===== src/rtl/timer_dev_pkg.sv =====
// Shared definitions for the timer device: FSM encoding,
// register word offsets, CTRL bit positions and MODE codes.
package timer_dev_pkg;

   typedef enum logic [1:0] {
      S_IDLE = 2'd0,
      S_LOAD = 2'd1,
      S_CNT  = 2'd2,
      S_INT  = 2'd3
   } state_t;

   localparam logic [29:0] OFF_CTRL   = 30'd0;
   localparam logic [29:0] OFF_PRESET = 30'd1;
   localparam logic [29:0] OFF_COUNT  = 30'd2;

   localparam int CTRL_EN   = 0;
   localparam int CTRL_MODE = 1;
   localparam int CTRL_IM   = 3;

   localparam logic [1:0] MODE_ONESHOT  = 2'b00;
   localparam logic [1:0] MODE_PERIODIC = 2'b01;

   function automatic logic [31:0] be_merge(
      input logic [31:0] old_v,
      input logic [31:0] new_v,
      input logic [3:0]  be
   );
      logic [31:0] r;
      for (int i = 0; i < 4; i++)
         r[i*8 +: 8] = be[i] ? new_v[i*8 +: 8] : old_v[i*8 +: 8];
      return r;
   endfunction

endpackage


===== src/rtl/tc_regfile.sv =====
// Register file for the timer: address decode, byte-enable
// merge for CTRL/PRESET and the combinational read mux.
module tc_regfile
   import timer_dev_pkg::*;
#(
   parameter logic [31:0] BASE_ADDR = 32'h0000_7F00
) (
   input  logic        clk,
   input  logic        reset,
   input  logic [31:0] m_data_addr,
   input  logic [31:0] m_data_wdata,
   input  logic [3:0]  m_data_byteen,
   input  logic [31:0] count,
   input  logic        en_clr,
   output logic [31:0] m_data_rdata,
   output logic [3:0]  ctrl,
   output logic [31:0] preset,
   output logic        ctrl_we,
   output logic        preset_we
);

   localparam logic [29:0] BASE_W = BASE_ADDR[31:2];

   logic [29:0] word;
   logic        hit_ctrl;
   logic        hit_preset;
   logic        hit_count;
   logic        wr;
   logic [31:0] ctrl_m;
   logic [31:0] preset_m;

   assign word       = m_data_addr[31:2];
   assign hit_ctrl   = (word == BASE_W + OFF_CTRL);
   assign hit_preset = (word == BASE_W + OFF_PRESET);
   assign hit_count  = (word == BASE_W + OFF_COUNT);
   assign wr         = |m_data_byteen;
   assign ctrl_we    = wr && hit_ctrl;
   assign preset_we  = wr && hit_preset;

   assign ctrl_m   = be_merge({28'd0, ctrl}, m_data_wdata, m_data_byteen);
   assign preset_m = be_merge(preset, m_data_wdata, m_data_byteen);

   // A bus write to CTRL takes priority over the FSM clearing EN
   always_ff @(posedge clk or posedge reset) begin
      if (reset) begin
         ctrl   <= 4'd0;
         preset <= 32'd0;
      end else begin
         if (ctrl_we)
            ctrl <= ctrl_m[3:0];
         else if (en_clr)
            ctrl[CTRL_EN] <= 1'b0;
         if (preset_we)
            preset <= preset_m;
      end
   end

   always_comb begin
      m_data_rdata = 32'd0;
      unique case (1'b1)
         hit_ctrl:   m_data_rdata = {28'd0, ctrl};
         hit_preset: m_data_rdata = preset;
         hit_count:  m_data_rdata = count;
         default:    m_data_rdata = 32'd0;
      endcase
   end

endmodule


===== src/rtl/timer_dev.sv =====
// Memory-mapped down-counting timer with one-shot and periodic
// modes and a maskable interrupt.
module timer_dev
   import timer_dev_pkg::*;
#(
   parameter logic [31:0] BASE_ADDR = 32'h0000_7F00
) (
   input  logic        clk,
   input  logic        reset,
   input  logic [31:0] m_data_addr,
   input  logic [31:0] m_data_wdata,
   input  logic [3:0]  m_data_byteen,
   output logic [31:0] m_data_rdata,
   output logic        interrupt
);

   state_t      state;
   state_t      state_n;
   logic [31:0] count;
   logic [31:0] count_n;
   logic        irq_pend;
   logic        pend_n;
   logic        en_clr;
   logic [3:0]  ctrl;
   logic [31:0] preset;
   logic        ctrl_we;
   logic        preset_we;
   logic        en;
   logic [1:0]  mode;

   tc_regfile #(.BASE_ADDR(BASE_ADDR)) u_regs (
      .clk           (clk),
      .reset         (reset),
      .m_data_addr   (m_data_addr),
      .m_data_wdata  (m_data_wdata),
      .m_data_byteen (m_data_byteen),
      .count         (count),
      .en_clr        (en_clr),
      .m_data_rdata  (m_data_rdata),
      .ctrl          (ctrl),
      .preset        (preset),
      .ctrl_we       (ctrl_we),
      .preset_we     (preset_we)
   );

   assign en        = ctrl[CTRL_EN];
   assign mode      = ctrl[CTRL_MODE +: 2];
   assign interrupt = irq_pend & ctrl[CTRL_IM];

   always_ff @(posedge clk or posedge reset) begin
      if (reset) begin
         state    <= S_IDLE;
         count    <= 32'd0;
         irq_pend <= 1'b0;
      end else begin
         state    <= state_n;
         count    <= count_n;
         irq_pend <= pend_n;
      end
   end

   always_comb begin
      state_n = state;
      count_n = count;
      pend_n  = irq_pend;
      en_clr  = 1'b0;
      unique case (state)
         S_IDLE: if (en) state_n = S_LOAD;
         S_LOAD: begin
            count_n = preset;
            state_n = S_CNT;
         end
         S_CNT: begin
            if (!en)
               state_n = S_IDLE;
            else if (count > 32'd1)
               count_n = count - 32'd1;
            else begin
               count_n = 32'd0;
               pend_n  = 1'b1;
               state_n = S_INT;
            end
         end
         S_INT: begin
            if (mode == MODE_PERIODIC) begin
               pend_n  = 1'b0;
               state_n = S_LOAD;
            end else begin
               en_clr  = 1'b1;
               state_n = S_IDLE;
            end
         end
         default: state_n = S_IDLE;
      endcase
      // Register writes cancel this edge's FSM update
      if (ctrl_we || preset_we) begin
         state_n = S_IDLE;
         count_n = count;
         pend_n  = ctrl_we ? 1'b0 : irq_pend;
         en_clr  = 1'b0;
      end
   end

endmodule


===== config.mk =====
export PLATFORM = sky130hd
export DESIGN_NAME = timer_dev
export DESIGN_NICKNAME = d
export VERILOG_FILES = /design/src/rtl/timer_dev_pkg.sv /design/src/rtl/tc_regfile.sv /design/src/rtl/timer_dev.sv
export SDC_FILE = /design/constraint.sdc
export NUM_CORES = 1
export LEC_CHECK = 0
export BUFFER_PORTS_ARGS = -buffer_cell sky130_fd_sc_hd__buf_4
export CAP_MARGIN = 20
export CELL_PAD_IN_SITES_DETAIL_PLACEMENT = 1
export CELL_PAD_IN_SITES_GLOBAL_PLACEMENT = 2
export CORE_ASPECT_RATIO = 0.75
export CORE_MARGIN = 2
export CORE_UTILIZATION = 33
export CTS_BUF_LIST = sky130_fd_sc_hd__clkbuf_16
export DETAILED_ROUTE_END_ITERATION = 8
export GPL_TIMING_DRIVEN = 0
export PLACE_DENSITY_LB_ADDON = 0.3
export SKIP_CTS_REPAIR_TIMING = 1
export SYNTH_ARGS = -nofsm -noshare
export SYNTH_HDL_FRONTEND = slang
export SYNTH_SLANG_ARGS = --single-unit

===== constraint.sdc =====
create_clock -name clk -period 2.8 [get_ports clk]
set_input_delay 0.42 -clock clk [delete_from_list [all_inputs] [get_ports clk]]
set_output_delay 0.42 -clock clk [all_outputs]
set_load 0.05 [all_outputs]

After elaboration in Yosys (flattened, before gate mapping)
Cells that the tools add are included.
{ "classes": {"n_mux": 22, "bitwise": 2, "eq_ne": 15, "n_addsub": 1, "n_lt_le_gt_ge": 1, "reduce_logical": 17} }
{ "ops": {"columns": ["op", "n"], "rows": [
  ["$pmux W32 S3", 1],
  ["$eq A30 B13 Y1 const B", 3],
  ["$mux W32", 2],
  ["$pmux W32 S2", 1],
  ["$gt A32 B1 Y1 const B", 1],
  ["$sub A32 B1 Y32 const B", 1],
  ["$reduce_and A2 Y1", 7],
  ["$mux W1", 12],
  ["$mux W2", 4],
  ["$pmux W2 S4", 1],
  ["$ne A3 B2 Y1 const B", 2],
  ["$ne A3 B3 Y1 const B", 2],
  ["$reduce_and A5 Y1", 1],
  ["$eq A2 B1 Y1 const B", 2],
  ["$eq A2 B2 Y1 const B", 2],
  ["$ne A2 B2 Y1 const B", 2],
  ["$ne A4 B4 Y1 const B", 1],
  ["$reduce_bool A2 Y1", 2],
  ["$reduce_or A4 Y1", 1],
  ["$reduce_and A3 Y1", 1],
  ["$reduce_bool A3 Y1", 1],
  ["$logic_and A1 B1 Y1", 2],
  ["$logic_not A2 Y1", 1],
  ["$ne A2 B1 Y1 const B", 1],
  ["other kinds (4)", 4]
]} }
{ "totals": {"wordCells": 67, "in_bits": 70, "output_inout_bits": 33, "reg_bits": 71} }

Logic depth before layout (Yosys ltp)
{ "depth": {"ltp_word": 6, "mapped_depth": 10, "mapped_depth_nobuf": 7} }

By module
A second synthesis with hierarchy kept.
{ "hier_totals": {"hier_cells": 466, "area_unflattened_um2": 4425.5} }
{ "modules_own_cells": {"columns": ["module", "cells_per_inst", "area_each_um2", "seq_area_each_um2", "instances"], "rows": [
  ["timer_dev", 281, 2441.1, 875.8, 1],
  ["tc_regfile", 185, 1984.4, 900.9, 1]
]} }

Worst setup path before layout
No wires, ideal clock.
{ "synth_timing": {"path_kind": "input -> output", "from": "input m_data_addr[28]", "to": "output m_data_rdata[10]", "arrival_ns": 2.273, "slack_ns": 0.107, "required_ns": 2.380, "cell_stages": 6, "path_buffers": 2, "cell_sequence": "nor4_1 -> nand4_2 -> nor4_4 -> buf_4 -> buf_4 -> a22o_1"} }
{ "synth_between": {"elab_chain_cells": 2, "word_cells_on_any_way": 4, "cone_classes": "eq/ne (3); mux (1)"} }
{ "synth_rtl": {"columns": ["item", "line", "text"], "rows": [
  ["start: declaration", "timer_dev.sv:10", "input logic [31:0] m_data_addr,"],
  ["$eq A30 B13 Y1 (on tied branches)", "tc_regfile.sv:35, tc_regfile.sv:33, tc_regfile.sv:34", null],
  ["$pmux W32 S3 *", "tc_regfile.sv:60", "unique case (1'b1)"],
  ["end: declaration", "timer_dev.sv:13", "output logic [31:0] m_data_rdata,"]
]} }
Mark *: on every way between the ends. The rest lies on a longest branch, timed or not.

Worst setup path after layout
{ "layout_timing": {"from": "input m_data_addr[15]", "to": "output m_data_rdata[11]"} }
The elaborated chain is that of the path after synthesis.

==> results.cfg <==
[status]
status = finished clean

[synthesis]
syn_avg_cell_area_sq_um = 9.96
yosys.area_share.simple = 0.172
synth_ff_type = dfrtp_1
synth-edff-count = 0
netlist_area_sq_um = 4360
syn_nets = 513
yosys_warnings = 0
synth-seq-cells = 71
synth_xor_area_frac = 0
synth_compound_area_frac = 0.254
syn_inst = 438
ys_seq_area_frac = 0.407
synth_mux_area_frac = 0.104
synth_cell_types = 60
synth_async_sr_flop_share = 1.00
synth_fa_ha_area_frac = 0.0143
synth_top_family_by_area = compound AO/OA/AOI/OAI gates

[worst_hold_path]
hp-class = input port to flop

[final_layout]
nNetsFinal = 625
layout.cells.non_filler = 726
antennaDiodeCount = 0
areaGrowthSynthToFinish_pct = 33.0
nFillCells = 1452
final_layout_size_suffix_gt1_frac = 0.342

[sta]
fin_crit_sh = 0.985
slew_violations = 0
maxSlewHeadroom = 0.501
setup_slack_ns = 0.0406
worstMarginPinSlew_ns = 0.746
fin_skew_ns = 0.00752
finalHoldViolations = 0
setup_viol = 0
timing.fmax_mhz = 362
final.min_clock_period_ns = 2.76

[cts]
clock_path_buffers = 2
cts.sinks = 71
cts.reportedPaths.clkPinSlew_ns = 0.06
root_buffer = clkbuf_16
ctsHtreeMaxLevel = 3
clock_latency_ns = 0.35
cts_tree = done
cts_made_buffers = 9

[routing]
vias = 4163
via_per_inst = 5.73
ant_nets = 0
wirelength_microns = 15800
avgRoutedWirePerCell_microns = 21.8
drtIter0Drc = 242
drc = 0
firstDrtPassIters = 4

[power_and_ir_drop]
power_uw = 2660
worst_ir_drop_vdd_mv = 0.264
share_seq_of_total_power = 0.389
sw_frac_of_total = 0.217
combPwrFrac = 0.070
p_switching_uw = 578
p_leak_uw = 0.00261
clkPwrFrac = 0.541
p_int_uw = 2080
p_per_area_nw_per_um2 = 459

[worst_setup_path]
cp.arrival_ns = 2.34
cp.required_ns = 2.38
cp-start-kind = input port
criticalPathCategory = input port to output port
cp_max_fo = 10
cp-end-kind = output port

[floorplan]
row_count = 36
placeableCoreArea_sq_um = 12900
die_height_microns = 104
start_util = 0.337
ios = 103
chipWidth_microns = 137
die-area_sq_um = 14200

[grt]
gr-total-overflow = 0
grt_max_degree = 69
antenna_found_initial = 0
grt_pass1_vias = 4456
grt_pass1_wl_microns = 25200
grt_usage = 0.230

[placement]
dpl_worst_slack_ns = -0.823
dpl.hpwl_microns = 11600
routabilityCongestion = 0.824
dp.cells = 708
portBuffers = 98

[run]
maxCapViolations = 0
cells in the final DEF, fill, tap and decap left out, types with 6 or more instances in the layout:
master / count
a21oi_1: 11
mux2i_1: 6
o2bb2ai_1: 13
nor3_1: 25
o21ai_0: 29
buf_4: 105
a22o_1: 48
inv_1: 12
nor2_1: 27
clkbuf_1: 12
mux2_2: 30
clkbuf_16: 9
a22oi_1: 9
dfrtp_1: 71
nand2_1: 18
nor4_1: 11
buf_2: 9
cells in the mapped netlist (3+ instances only):
library cell,number,area [sq um]
nor3_1,25,125
inv_1,13,48.8
mux2i_1,6,60.1
nor2b_1,5,31.3
o2bb2ai_1,13,114
nand2_2,4,25.0
nand3_1,4,20.0
buf_4,6,45.0
ha_1,5,62.6
buf_2,9,45.0
mux2_2,30,338
nand2_1,18,67.6
a22oi_1,9,67.6
clkbuf_1,16,60.1
nor4_1,14,87.6
a32oi_1,5,43.8
nand2b_1,4,25.0
a32o_1,3,30.0
and3_1,4,25.0
a21oi_1,11,55.1
or3_1,5,31.3
a22o_1,48,420
o21ai_0,29,145
dfrtp_1,71,1780
nor2_1,27,101
mux2_1,5,56.3
nand4_1,3,18.8
critical path, cell delays in order:
cell      delay (ns)
buf_4           0.11
nor4bb_1        0.44
nand3_2         0.28
nor4_4          0.25
buf_6           0.20
buf_4           0.22
a22o_1          0.20
buf_4           0.21
power by group through the flow:
stage                     clock [uW]  combinational (uW)  sequential [uW]
final                           1440                 186             1030
after global routing            1510                 204             1030
after CTS                       1460                 180             1030
after detailed placement           0                 179             1050
after global placement             0                 169             1050
after floorplan                    0                72.1             1050
state kept, by name, indices dropped and copies added (netlist names):
signal,flops
u_regs.ctrl,4
irq_pend,1
count,32
state,2
u_regs.preset,32
final cells by class:
class	instances	area (sq um)	share of cell area
Inverter	14	55.1	0.00949
Multi-Input combinational cell	320	2430	0.419
Buffer	32	166	0.0287
Clock buffer	9	225	0.0388
Tap cell	171	214	0.0369
Timing Repair Buffer	102	788	0.136
Clock inverter	7	144	0.0248
Sequential cell	71	1780	0.306
stage by stage:
stage	area, sq um	TNS (ns)	hold slack (ns)	utilization
3_5_place_dp	5340	-14.38	0.305	0.413
3_3_place_gp	5310	-46.28	0.511	0.411
4_1_cts	5710	-14.92	-0.0577	0.442
2_1_floorplan	4360	0	0.472	-
6_report	5800	0	0.290	0.449
5_1_grt	5800	-0.0693	0.296	0.449
cells by family (layout without fill, tap and decap cells):
family	after synthesis	count (layout)
compound gates	144	144
buf+inv	47	164
mux	41	41
fa+ha+maj	5	5
flops	71	71
simple gates	130	130
metal layers:
layer	part of all wire	vias up	global-route usage
li1	-	1928	-
met3	0.056	15	0.0362
met1	0.46	2119	0.333
met2	0.47	101	0.359
met4	0.0095	0	0.0515
met5	0	-	0
worst paths after layout:
path	startpoint	cells after the start	slack, ns	endpoint
max	m_data_addr[15]	8	0.04	m_data_rdata[11]
min in group asynchronous	reset	3	0.50	state[0]
min	m_data_wdata[13]	2	0.29	u_regs.preset[13]
min reg2reg	count[22]	1	0.53	count[22]
max reg2reg	count[0]	7	0.25	count[30]
max in group asynchronous	reset	4	1.75	count[10]
(Power assumes the default switching activity.)
